`config.mk`:
```
export PLATFORM = sky130hd
export DESIGN_NAME = frame_fetch_ctrl_flat
export DESIGN_NICKNAME = d
export VERILOG_FILES = /design/src/rtl/frame_fetch_ctrl_if.sv /design/src/rtl/frame_fetch_ctrl.sv /design/src/flat_wrapper.sv
export SDC_FILE = /design/constraint.sdc
export NUM_CORES = 1
export LEC_CHECK = 0
export CAP_MARGIN = 0
export CORE_AREA = 4 4 80 63
export CTS_BUF_LIST = sky130_fd_sc_hd__clkbuf_2 sky130_fd_sc_hd__clkbuf_4 sky130_fd_sc_hd__clkbuf_8
export DETAILED_ROUTE_END_ITERATION = 7
export DIE_AREA = 0 0 84 67
export GPL_ROUTABILITY_DRIVEN = 0
export PLACE_DENSITY = 0.86
export SETUP_SLACK_MARGIN = 0.15
export SLEW_MARGIN = 20
export SYNTH_ARGS = -nofsm -noshare
export SYNTH_HDL_FRONTEND = slang
export SYNTH_SLANG_ARGS = --single-unit
```
`constraint.sdc`:
```
create_clock -name clk -period 3.1 [get_ports clk]
set_input_delay 0.62 -clock clk [delete_from_list [all_inputs] [get_ports clk]]
set_output_delay 0.62 -clock clk [all_outputs]
set_load 0.005 [all_outputs]
```
`src/rtl/frame_fetch_ctrl_if.sv`:
```
// Bus bundle between frame_fetch_ctrl and its neighbours: frame control, loader write port,
// pixel stream to the LED serializer and the SPRAM port.
interface frame_fetch_ctrl_if;
   logic        frame_start;
   logic        wr_req;
   logic [13:0] wr_addr;
   logic [15:0] wr_data;
   logic        wr_ack;
   logic [23:0] pix_rgb;
   logic        pix_valid;
   logic        pix_ready;
   logic        frame_done;
   logic        busy;
   logic [13:0] spram_addr;
   logic [15:0] spram_di;
   logic        spram_we;
   logic [15:0] spram_do;

   modport master (
      input  frame_start, wr_req, wr_addr, wr_data, pix_ready, spram_do,
      output wr_ack, pix_rgb, pix_valid, frame_done, busy, spram_addr, spram_di, spram_we
   );

   modport slave (
      output frame_start, wr_req, wr_addr, wr_data, pix_ready, spram_do,
      input  wr_ack, pix_rgb, pix_valid, frame_done, busy, spram_addr, spram_di, spram_we
   );
endinterface

```
`src/rtl/frame_fetch_ctrl.sv`:
```
// Streams a frame of 24-bit pixels from single-port SPRAM to the LED serializer and
// arbitrates the shared SPRAM port with the pixel loader's write requests.
module frame_fetch_ctrl #(
   parameter int unsigned NUM_LEDS  = 8,
   parameter logic [13:0] BASE_ADDR = 14'd0
) (
   input logic              clk,
   input logic              rst_n,
   frame_fetch_ctrl_if.master bus
);

   localparam int unsigned    IdxW    = $clog2(NUM_LEDS) + 1;
   localparam logic [IdxW-1:0] LastIdx = IdxW'(NUM_LEDS - 1);

   typedef enum logic [2:0] {StIdle, StRdLo, StRdHi, StCapt, StPresent, StDone} state_e;

   state_e          state_q;
   logic [IdxW-1:0] idx_q;
   logic            pending_start_q;
   logic [23:0]     pix_rgb_q;
   logic            pix_valid_q;
   logic            frame_done_q;

   logic [13:0] lo_addr;
   logic        wr_grant;

   assign lo_addr = BASE_ADDR + 14'({idx_q, 1'b0});

   // A pending frame start outranks the loader so a deferred frame cannot starve.
   assign wr_grant = bus.wr_req &
                     (((state_q == StIdle) & ~pending_start_q) | (state_q == StPresent));

   always_ff @(posedge clk or negedge rst_n) begin
      if (!rst_n) begin
         state_q         <= StIdle;
         idx_q           <= '0;
         pending_start_q <= 1'b0;
         pix_rgb_q       <= '0;
         pix_valid_q     <= 1'b0;
         frame_done_q    <= 1'b0;
      end else begin
         unique case (state_q)
            StIdle: begin
               if (wr_grant) begin
                  if (bus.frame_start) pending_start_q <= 1'b1;
               end else if (bus.frame_start || pending_start_q) begin
                  state_q         <= StRdLo;
                  idx_q           <= '0;
                  pending_start_q <= 1'b0;
               end
            end
            StRdLo: state_q <= StRdHi;
            StRdHi: begin
               pix_rgb_q[15:0] <= bus.spram_do;
               state_q         <= StCapt;
            end
            StCapt: begin
               pix_rgb_q[23:16] <= bus.spram_do[7:0];
               pix_valid_q      <= 1'b1;
               state_q          <= StPresent;
            end
            StPresent: begin
               if (bus.pix_ready) begin
                  pix_valid_q <= 1'b0;
                  if (idx_q == LastIdx) begin
                     frame_done_q <= 1'b1;
                     state_q      <= StDone;
                  end else begin
                     idx_q   <= idx_q + IdxW'(1);
                     state_q <= StRdLo;
                  end
               end
            end
            StDone: begin
               frame_done_q <= 1'b0;
               state_q      <= StIdle;
            end
            default: state_q <= StIdle;
         endcase
      end
   end

   always_comb begin
      bus.spram_addr = '0;
      bus.spram_di   = '0;
      bus.spram_we   = 1'b0;
      bus.wr_ack     = 1'b0;
      if (wr_grant) begin
         bus.spram_addr = bus.wr_addr;
         bus.spram_di   = bus.wr_data;
         bus.spram_we   = 1'b1;
         bus.wr_ack     = 1'b1;
      end else if (state_q == StRdLo) begin
         bus.spram_addr = lo_addr;
      end else if (state_q == StRdHi) begin
         bus.spram_addr = lo_addr + 14'd1;
      end
   end

   assign bus.pix_rgb    = pix_rgb_q;
   assign bus.pix_valid  = pix_valid_q;
   assign bus.frame_done = frame_done_q;
   assign bus.busy       = (state_q != StIdle) | pending_start_q;

endmodule

```
`src/flat_wrapper.sv`:
```
// flat-port wrapper written by rule: the top's interface ports become plain ports
module frame_fetch_ctrl_flat 
#(
   parameter int unsigned NUM_LEDS  = 8,
   parameter logic [13:0] BASE_ADDR = 14'd0
)
  (clk, rst_n, bus_frame_start, bus_wr_req, bus_wr_addr, bus_wr_data, bus_pix_ready, bus_spram_do, bus_wr_ack, bus_pix_rgb, bus_pix_valid, bus_frame_done, bus_busy, bus_spram_addr, bus_spram_di, bus_spram_we);
  frame_fetch_ctrl_if bus_i ();
  input logic clk;
  input logic rst_n;
  input wire logic [$bits(bus_i.frame_start)-1:0] bus_frame_start;
  input wire logic [$bits(bus_i.wr_req)-1:0] bus_wr_req;
  input wire logic [$bits(bus_i.wr_addr)-1:0] bus_wr_addr;
  input wire logic [$bits(bus_i.wr_data)-1:0] bus_wr_data;
  input wire logic [$bits(bus_i.pix_ready)-1:0] bus_pix_ready;
  input wire logic [$bits(bus_i.spram_do)-1:0] bus_spram_do;
  output wire logic [$bits(bus_i.wr_ack)-1:0] bus_wr_ack;
  output wire logic [$bits(bus_i.pix_rgb)-1:0] bus_pix_rgb;
  output wire logic [$bits(bus_i.pix_valid)-1:0] bus_pix_valid;
  output wire logic [$bits(bus_i.frame_done)-1:0] bus_frame_done;
  output wire logic [$bits(bus_i.busy)-1:0] bus_busy;
  output wire logic [$bits(bus_i.spram_addr)-1:0] bus_spram_addr;
  output wire logic [$bits(bus_i.spram_di)-1:0] bus_spram_di;
  output wire logic [$bits(bus_i.spram_we)-1:0] bus_spram_we;
  assign bus_i.frame_start = bus_frame_start;
  assign bus_i.wr_req = bus_wr_req;
  assign bus_i.wr_addr = bus_wr_addr;
  assign bus_i.wr_data = bus_wr_data;
  assign bus_i.pix_ready = bus_pix_ready;
  assign bus_i.spram_do = bus_spram_do;
  assign bus_wr_ack = bus_i.wr_ack;
  assign bus_pix_rgb = bus_i.pix_rgb;
  assign bus_pix_valid = bus_i.pix_valid;
  assign bus_frame_done = bus_i.frame_done;
  assign bus_busy = bus_i.busy;
  assign bus_spram_addr = bus_i.spram_addr;
  assign bus_spram_di = bus_i.spram_di;
  assign bus_spram_we = bus_i.spram_we;
  frame_fetch_ctrl #(.NUM_LEDS(NUM_LEDS), .BASE_ADDR(BASE_ADDR)) u_core (.clk(clk), .rst_n(rst_n), .bus(bus_i));
endmodule
```
==> results by group, run 1 <==
Critical path
  • Crit start category: input pin
  • Crit end category: primary output
  • Crit path DAT: 2190 ps
  • CP Cell Sequence: clkdlybuf4s50_1 -> o211a_1 -> buf_4 -> a22o_1 -> clkdlybuf4s50_1
  • Critical Path RT: 2480 ps
  • Buffers & Inverters on Critical Path: 3
  • Slowest CP cell: clkdlybuf4s50_1
  • Worst-path maximum fanout: 32
  • R2R setup slack: 1360 ps
  • Crit-path most repeated cell: clkdlybuf4s50_1
  • Setup CP Type: in2out
  • CP peak stage delay: 500 ps
  • CP delay by family, top: buffers and inverters

Worst hold path
  • Hold WC Path Type: reg2reg

Cells and area
  • Layout Cells excl Fill: 309
  • N_diodes: 0
  • Post-layout util: 67.22%
  • Net count, final: between 300 and 400
  • P&R area growth vs syn: 75.91%
  • Layout cells sized above 1: between 10% and 20%

GRT
  • Initial antenna violation count: 0
  • Gr ovfl total: 0
  • Pin count of the biggest net entering global routing: 35
  • Vias in the first global route: approximately 1,500
  • First-pass GRT wire length: 7.148 mm
  • Total GRT Usage: about 16%

Detailed routing
  • Post-route DRC: 0
  • TritonRoute pass-1 iters: 4
  • Routed WL: 4.520 mm
  • DR iter-0 viols: 64
  • Antenna Violating Nets Remaining: 0
  • DR vias/cell: 4.809
  • DR WL/cell: 14.63 microns
  • Vias: around 1,500

Synthesis
  • Synth top cells by count: 34 x dfrtp_1, 26 x and2_1, 24 x mux2_2, 8 x nand2_1, 6 x a22o_1
  • Mean post-synth cell area: about 12 sq um
  • Synth cell types: 33
  • Post-synth top area share: between 50% and 60%
  • Syn Inst Count: 140
  • Synthesized Nets: 192
  • Most common cell in the netlist: dfrtp_1
  • Area contributors post-synth: dfrtp_1 52%, mux2_2 16%, and2_1 9.9%
  • Register bit count reported by yosys: 34
  • Register area share after synthesis: 51.67%
  • Yosys Warn Count: 0
  • Post-synth top area cell: dfrtp_1
  • Async set-or-reset flop fraction in the synthesized netlist: 100.0%
  • Ys flop type: dfrtp_1
  • Synth Cell Area: about 1600 sq um
  • Post-synth EDFFs: 0

Placed design
  • IO buf count: 109
  • HPWL after DPL: 3.627 mm
  • Placed cell count: about 300

Power
  • P_leak: 1.195 nW
  • Total power: 2.397 mW
  • Peak supply drop: between 0.5 and 0.6 mV
  • PwrDens: a little over 800 nW/um^2

Floorplan
  • Core ar.: about 4300 sq um
  • Vert. Die Dim: 67 microns
  • Starting Density: 38.21%
  • Die ar.: 5628 sq um
  • Die W: 84 microns
  • Row cnt: 21
  • I/O pin cnt: 110

Clock network
  • Clock sinks: 34
  • CTS tree: done
  • CTS buffer count: 5
  • Clock Latency Late Sink: 280 ps
  • Clk buf depth: 2
  • Post-CTS Repair Setup Buffers: 0
  • CTS Root Cell: clkbuf_8
  • H-tree depth: 2
  • Cts repair resizes: 0
  • Post-CTS Hold Buffers: 0
  • Clock transition at the registers of the reported paths: 70 ps

STA
  • Setup TNS: 0 ps
  • Tmin final: between 2000 and 3000 ps
  • Endpoints failing setup: 0
  • Max_slew headroom: 64.89%
  • Fin crit share: 90.52%
  • Measured slew at the worst slew-check pin: between 500 and 600 ps
  • RSZ-0062 raised after global routing: false
  • F_max: 356.4 MHz
  • Fin. max-slew vios: 0
  • Worst clock skew: 3.835 ps
  • Final count of hold timing violations: 0

Run status
  • Status: completed

Run
  • Max cap viols: 0
## kinds of logic after synthesis
| logic type | count (synthesis) | synth area share (%) |
|---|---|---|
| adders and majority gates | 1 | 0.7598 |
| DFF | 34 | 51.67 |
| and+or+nand+nor | 50 | 18.24 |
| AOI/OAI and AO/OA | 18 | 8.739 |
| muxes | 24 | 16.41 |
| xor gates and xnor gates | 1 | 0.5320 |
| buffers and inverters | 12 | 3.647 |
## worst paths after layout
kind,start,to,cells after the start
worst max-delay path,bus_wr_req,bus_spram_addr[1],5
worst min-delay path,u_core.bus.pix_rgb[15]$_DFFE_PN0N_,u_core.bus.pix_rgb[15]$_DFFE_PN0N_,1
worst max register to register,u_core.state_q[2]$_DFFE_PN0P_,u_core.idx_q[1]$_DFFE_PN0P_,4
worst min register to register,u_core.bus.pix_rgb[15]$_DFFE_PN0N_,u_core.bus.pix_rgb[15]$_DFFE_PN0N_,1
max in group asynchronous,rst_n,u_core.bus.pix_rgb[6]$_DFFE_PN0N_,2
min in group asynchronous,rst_n,u_core.bus.pix_rgb[3]$_DFFE_PN0N_,2
## metal layers
layer / GRT usage [%] / share of wire [%] / wire length [microns] / up-vias
li1: - / - / - / 709
met4: 3.614 / 0.49 / 22 / 0
met2: 29.27 / 50 / 2252 / 64
met1: 17.99 / 40 / 1826 / 708
met5: 0 / 0 / 0 / -
met3: 6.428 / 9.2 / 418 / 5
## where the power goes
| group | leakage (nW) | total (mW) | switching, mW | internal, mW |
|---|---|---|---|---|
| Clock | 0.0575 | 0.371 | 0.147 | 0.224 |
| Combinational | 0.727 | 1.23 | 0.431 | 0.803 |
| Sequential | 0.410 | 0.791 | 0.147 | 0.644 |
| Total | 1.19 | 2.40 | 0.725 | 1.67 |
## state kept, by name, indices dropped and copies added, names as in the netlist
register	count
u_core.bus.pix_rgb	24
u_core.idx_q	4
u_core.pending_start_q	1
u_core.state_q	3
u_core.bus.pix_valid	1
u_core.bus.frame_done	1
## final cells by class
cell class / count / area [sq um]
fill: 344 / 1413
multi-input combinational: 94 / 735.7
timing repair buffer: 112 / 1114
tap: 57 / 71.32
clock buffer: 8 / 110.1
sequential: 34 / 850.8
inverter: 4 / 15.01
## cells in the final DEF (no fill, tap or decap), types with 2 or more instances in the layout
cell             synthesis  layout
nor3_1                   2       2
and2_1                  26      26
nand4_1                  3       3
clkbuf_8                 0       8
nand3b_1                 2       2
nor2_1                   4       4
inv_1                    3       3
mux2_2                  24      24
a31oi_1                  2       2
buf_4                    1       3
clkdlybuf4s50_1          0     109
dfrtp_1                 34      34
a22o_1                   6       6
nand2_1                  8       8
## stage by stage
step	cell area, sq um	hold slack, ps	setup WS [ps]
2_1_floorplan	1647	324.4	1220
3_3_place_gp	2786	462.1	325.2
3_5_place_dp	2786	490.5	291.6
4_1_cts	2897	508.2	284.3
5_1_grt	2897	522.0	207.4
6_report	2897	506.3	293.9
## worst reg2reg max path, cell delays in order (launching register included)
cell	delay, ps
dfrtp_1	550
nor3b_2	370
nand4b_1	230
and2_1	230
a32o_1	260
No activity file was read; power rests on OpenSTA's default activity.
==> run 2, diff against run 1 <==
--- a/config.mk
+++ b/config.mk
@@ -5,6 +5,7 @@
 export SDC_FILE = /design/constraint.sdc
 export NUM_CORES = 1
 export LEC_CHECK = 0
+export ABC_CLOCK_PERIOD_IN_PS = 3100
 export CAP_MARGIN = 0
 export CORE_AREA = 4 4 80 63
 export CTS_BUF_LIST = sky130_fd_sc_hd__clkbuf_2 sky130_fd_sc_hd__clkbuf_4 sky130_fd_sc_hd__clkbuf_8
==> results of run 2 <==
No change in the layout: final DEF, timing and power equal those of run 1.
==> run 3, diff against run 2 <==
--- a/config.mk
+++ b/config.mk
@@ -5,14 +5,14 @@
 export SDC_FILE = /design/constraint.sdc
 export NUM_CORES = 1
 export LEC_CHECK = 0
-export ABC_CLOCK_PERIOD_IN_PS = 3100
+export ABC_CLOCK_PERIOD_IN_PS = 3070
 export CAP_MARGIN = 0
-export CORE_AREA = 4 4 80 63
+export CORE_AREA = 4 4 83 65
 export CTS_BUF_LIST = sky130_fd_sc_hd__clkbuf_2 sky130_fd_sc_hd__clkbuf_4 sky130_fd_sc_hd__clkbuf_8
 export DETAILED_ROUTE_END_ITERATION = 7
-export DIE_AREA = 0 0 84 67
+export DIE_AREA = 0 0 87 69
 export GPL_ROUTABILITY_DRIVEN = 0
-export PLACE_DENSITY = 0.86
+export PLACE_DENSITY = 0.81
 export SETUP_SLACK_MARGIN = 0.15
 export SLEW_MARGIN = 20
 export SYNTH_ARGS = -nofsm -noshare
==> constraint.sdc (replaced) <==
create_clock -name clk -period 3.07 [get_ports clk]
set_input_delay 0.614 -clock clk [delete_from_list [all_inputs] [get_ports clk]]
set_output_delay 0.614 -clock clk [all_outputs]
set_load 0.005 [all_outputs]
==> results by group, run 3 (same netlist as run 1, synthesis figures left out) <==
Floorplan
  • Vert. Die Dim: 69 microns (+3.0%)
  • Starting Density: 36.65% (-1.6 points)
  • Core ar.: 4493 sq um (+4.3%)
  • Die W: 87 microns (+3.6%)
  • Row cnt: 21 (unchanged)
  • I/O pin cnt: 110 (unchanged)
  • Die ar.: 6003 sq um (+6.7%)

Clock network
  • Cts repair resizes: 0 (unchanged)
  • Post-CTS Hold Buffers: 0 (unchanged)
  • Clock Latency Late Sink: 280 ps (about the same)
  • Post-CTS Repair Setup Buffers: 0 (unchanged)
  • Clock sinks: 34 (unchanged)
  • Clk buf depth: 2 (unchanged)
  • Clock transition at the registers of the reported paths: 60 ps (about the same)
  • CTS tree: done
  • H-tree depth: 2 (unchanged)
  • CTS Root Cell: clkbuf_8
  • CTS buffer count: 5 (unchanged)

Power
  • PwrDens: 822.3 nW/um^2 (-0.64%)
  • Total power: 2.371 mW (-1.1%)
  • Peak supply drop: 0.5322 mV (+0.59%)
  • P_leak: 1.186 nW (-0.76%)

STA
  • Endpoints failing setup: 0 (unchanged)
  • Setup TNS: 0 ps (unchanged)
  • Measured slew at the worst slew-check pin: 501.4 ps (-23.60 ps)
  • Fin worst setup slack: 318.3 ps (+24.41 ps)
  • Tmin final: 2752 ps
  • Fin. max-slew vios: 0 (unchanged)
  • Fin crit share: 89.63%
  • Max_slew headroom: 66.47% (+1.6 points)
  • Worst clock skew: 5.293 ps (+1.458 ps)
  • RSZ-0062 raised after global routing: false
  • Final count of hold timing violations: 0 (unchanged)
  • F_max: 363.4 MHz
  • Hold slack: 489.7 ps (-16.59 ps)

Cells and area
  • FF+latch area: 850.8 sq um (unchanged)
  • N_diodes: 0 (unchanged)
  • Layout fillers: 373 (+8.4%)
  • Net count, final: 303 (unchanged)
  • Most common cell after layout, fill and taps aside: clkdlybuf4s50_1
  • Most frequent cells in the layout: 109 x clkdlybuf4s50_1, 34 x dfrtp_1, 26 x and2_1
  • P&R area growth vs syn: 75.08%
  • Layout cells sized above 1: 15.14% (-0.34 points)
  • Largest register FFs: 24 (unchanged)
  • Footprint of the multi-input gates: 735.7 sq um (unchanged)

Critical path
  • R2R depth: 4 (unchanged)
  • Crit path DAT: 2140 ps (-50 ps)
  • Critical Path RT: 2460 ps (-20 ps)
  • Crit start category: input pin
  • Setup CP Type: in2out
  • Crit end category: primary output
  • Worst-path maximum fanout: 32 (unchanged)

Placed design
  • HPWL after DPL: 3.553 mm (-2.1%)
  • Worst slack, placed: 309.2 ps (+17.53 ps)
  • IO buf count: 109 (unchanged)

Detailed routing
  • Antenna Violating Nets Remaining: 0 (unchanged)
  • DR WL/cell: 14.63 microns (about the same)
  • TritonRoute pass-1 iters: 4 (unchanged)
  • Post-route DRC: 0 (unchanged)
  • DR iter-0 viols: 54 (-16%)
  • Routed WL: 4.507 mm (-0.29%)
  • Vias: 1,437 (-3.3%)
  • DR vias/cell: 4.666 (-3.0%)

Run status
  • Status: completed

GRT
  • First-pass GRT wire length: 7.031 mm (-1.6%)
  • Gr ovfl total: 0 (unchanged)
  • Initial antenna violation count: 0 (unchanged)
  • Vias in the first global route: 1,394 (-8.2%)
  • Total GRT Usage: 14.70% (-1.4 points)
  • Pin count of the biggest net entering global routing: 35 (unchanged)

Worst hold path
  • Worst hold path depth: 2 (+1)
  • Hold WC Path Type: reg2reg

Run
  • Max cap viols: 0 (unchanged)
[run 3: changes by cell type in the layout (fill, tap and decap cells not counted), sizes merged]
cell and change:
clkbuf -1
[run 3: worst paths after layout]
check	from	end	slack [ps]
setup / recovery	bus_wr_req	bus_spram_addr[12]	320
hold / removal	u_core.bus.pix_valid$_DFFE_PN0P_	u_core.bus.pix_valid$_DFFE_PN0P_	490
setup reg to reg	u_core.state_q[2]$_DFFE_PN0P_	u_core.idx_q[1]$_DFFE_PN0P_	1350
hold reg to reg	u_core.bus.pix_valid$_DFFE_PN0P_	u_core.bus.pix_valid$_DFFE_PN0P_	490
max in group asynchronous	rst_n	u_core.bus.pix_rgb[6]$_DFFE_PN0N_	2030
min in group asynchronous	rst_n	u_core.bus.pix_rgb[20]$_DFFE_PN0P_	740
[run 3: worst max-delay path, cell delays in order]
cell             delay (ps)
clkdlybuf4s50_1         500
o211a_1                 190
buf_12                  160
and2_1                  150
clkdlybuf4s50_1         510
[run 3: layer usage]
layer	wire (microns)	global-route usage [%]	up-vias
met5	0	0	-
met2	2174	23.84	73
li1	-	-	703
met4	48	4.152	0
met1	1765	17.97	654
met3	519	5.714	7
[run 3: stage by stage]
step,cells,utilization [%],area [sq um]
6_report,308,64.16,2883
5_1_grt,308,64.16,2883
4_1_cts,308,64.16,2883
3_5_place_dp,301,62.29,2799
3_3_place_gp,301,62.29,2799
2_1_floorplan,140,-,1647
[run 3: where the power goes]
part | switching [mW] | internal [mW] | leakage (nW)
logic | 0.432 | 0.823 | 0.730
clock network | 0.146 | 0.174 | 0.0452
registers | 0.146 | 0.651 | 0.410
[run 3: cell type report]
class	instances	share of cell area (%)
Tap cell	57	2.474
Multi-Input combinational cell	94	25.52
Inverter	4	0.5208
Timing Repair Buffer	112	39.06
Sequential cell	34	29.51
Clock buffer	7	2.908
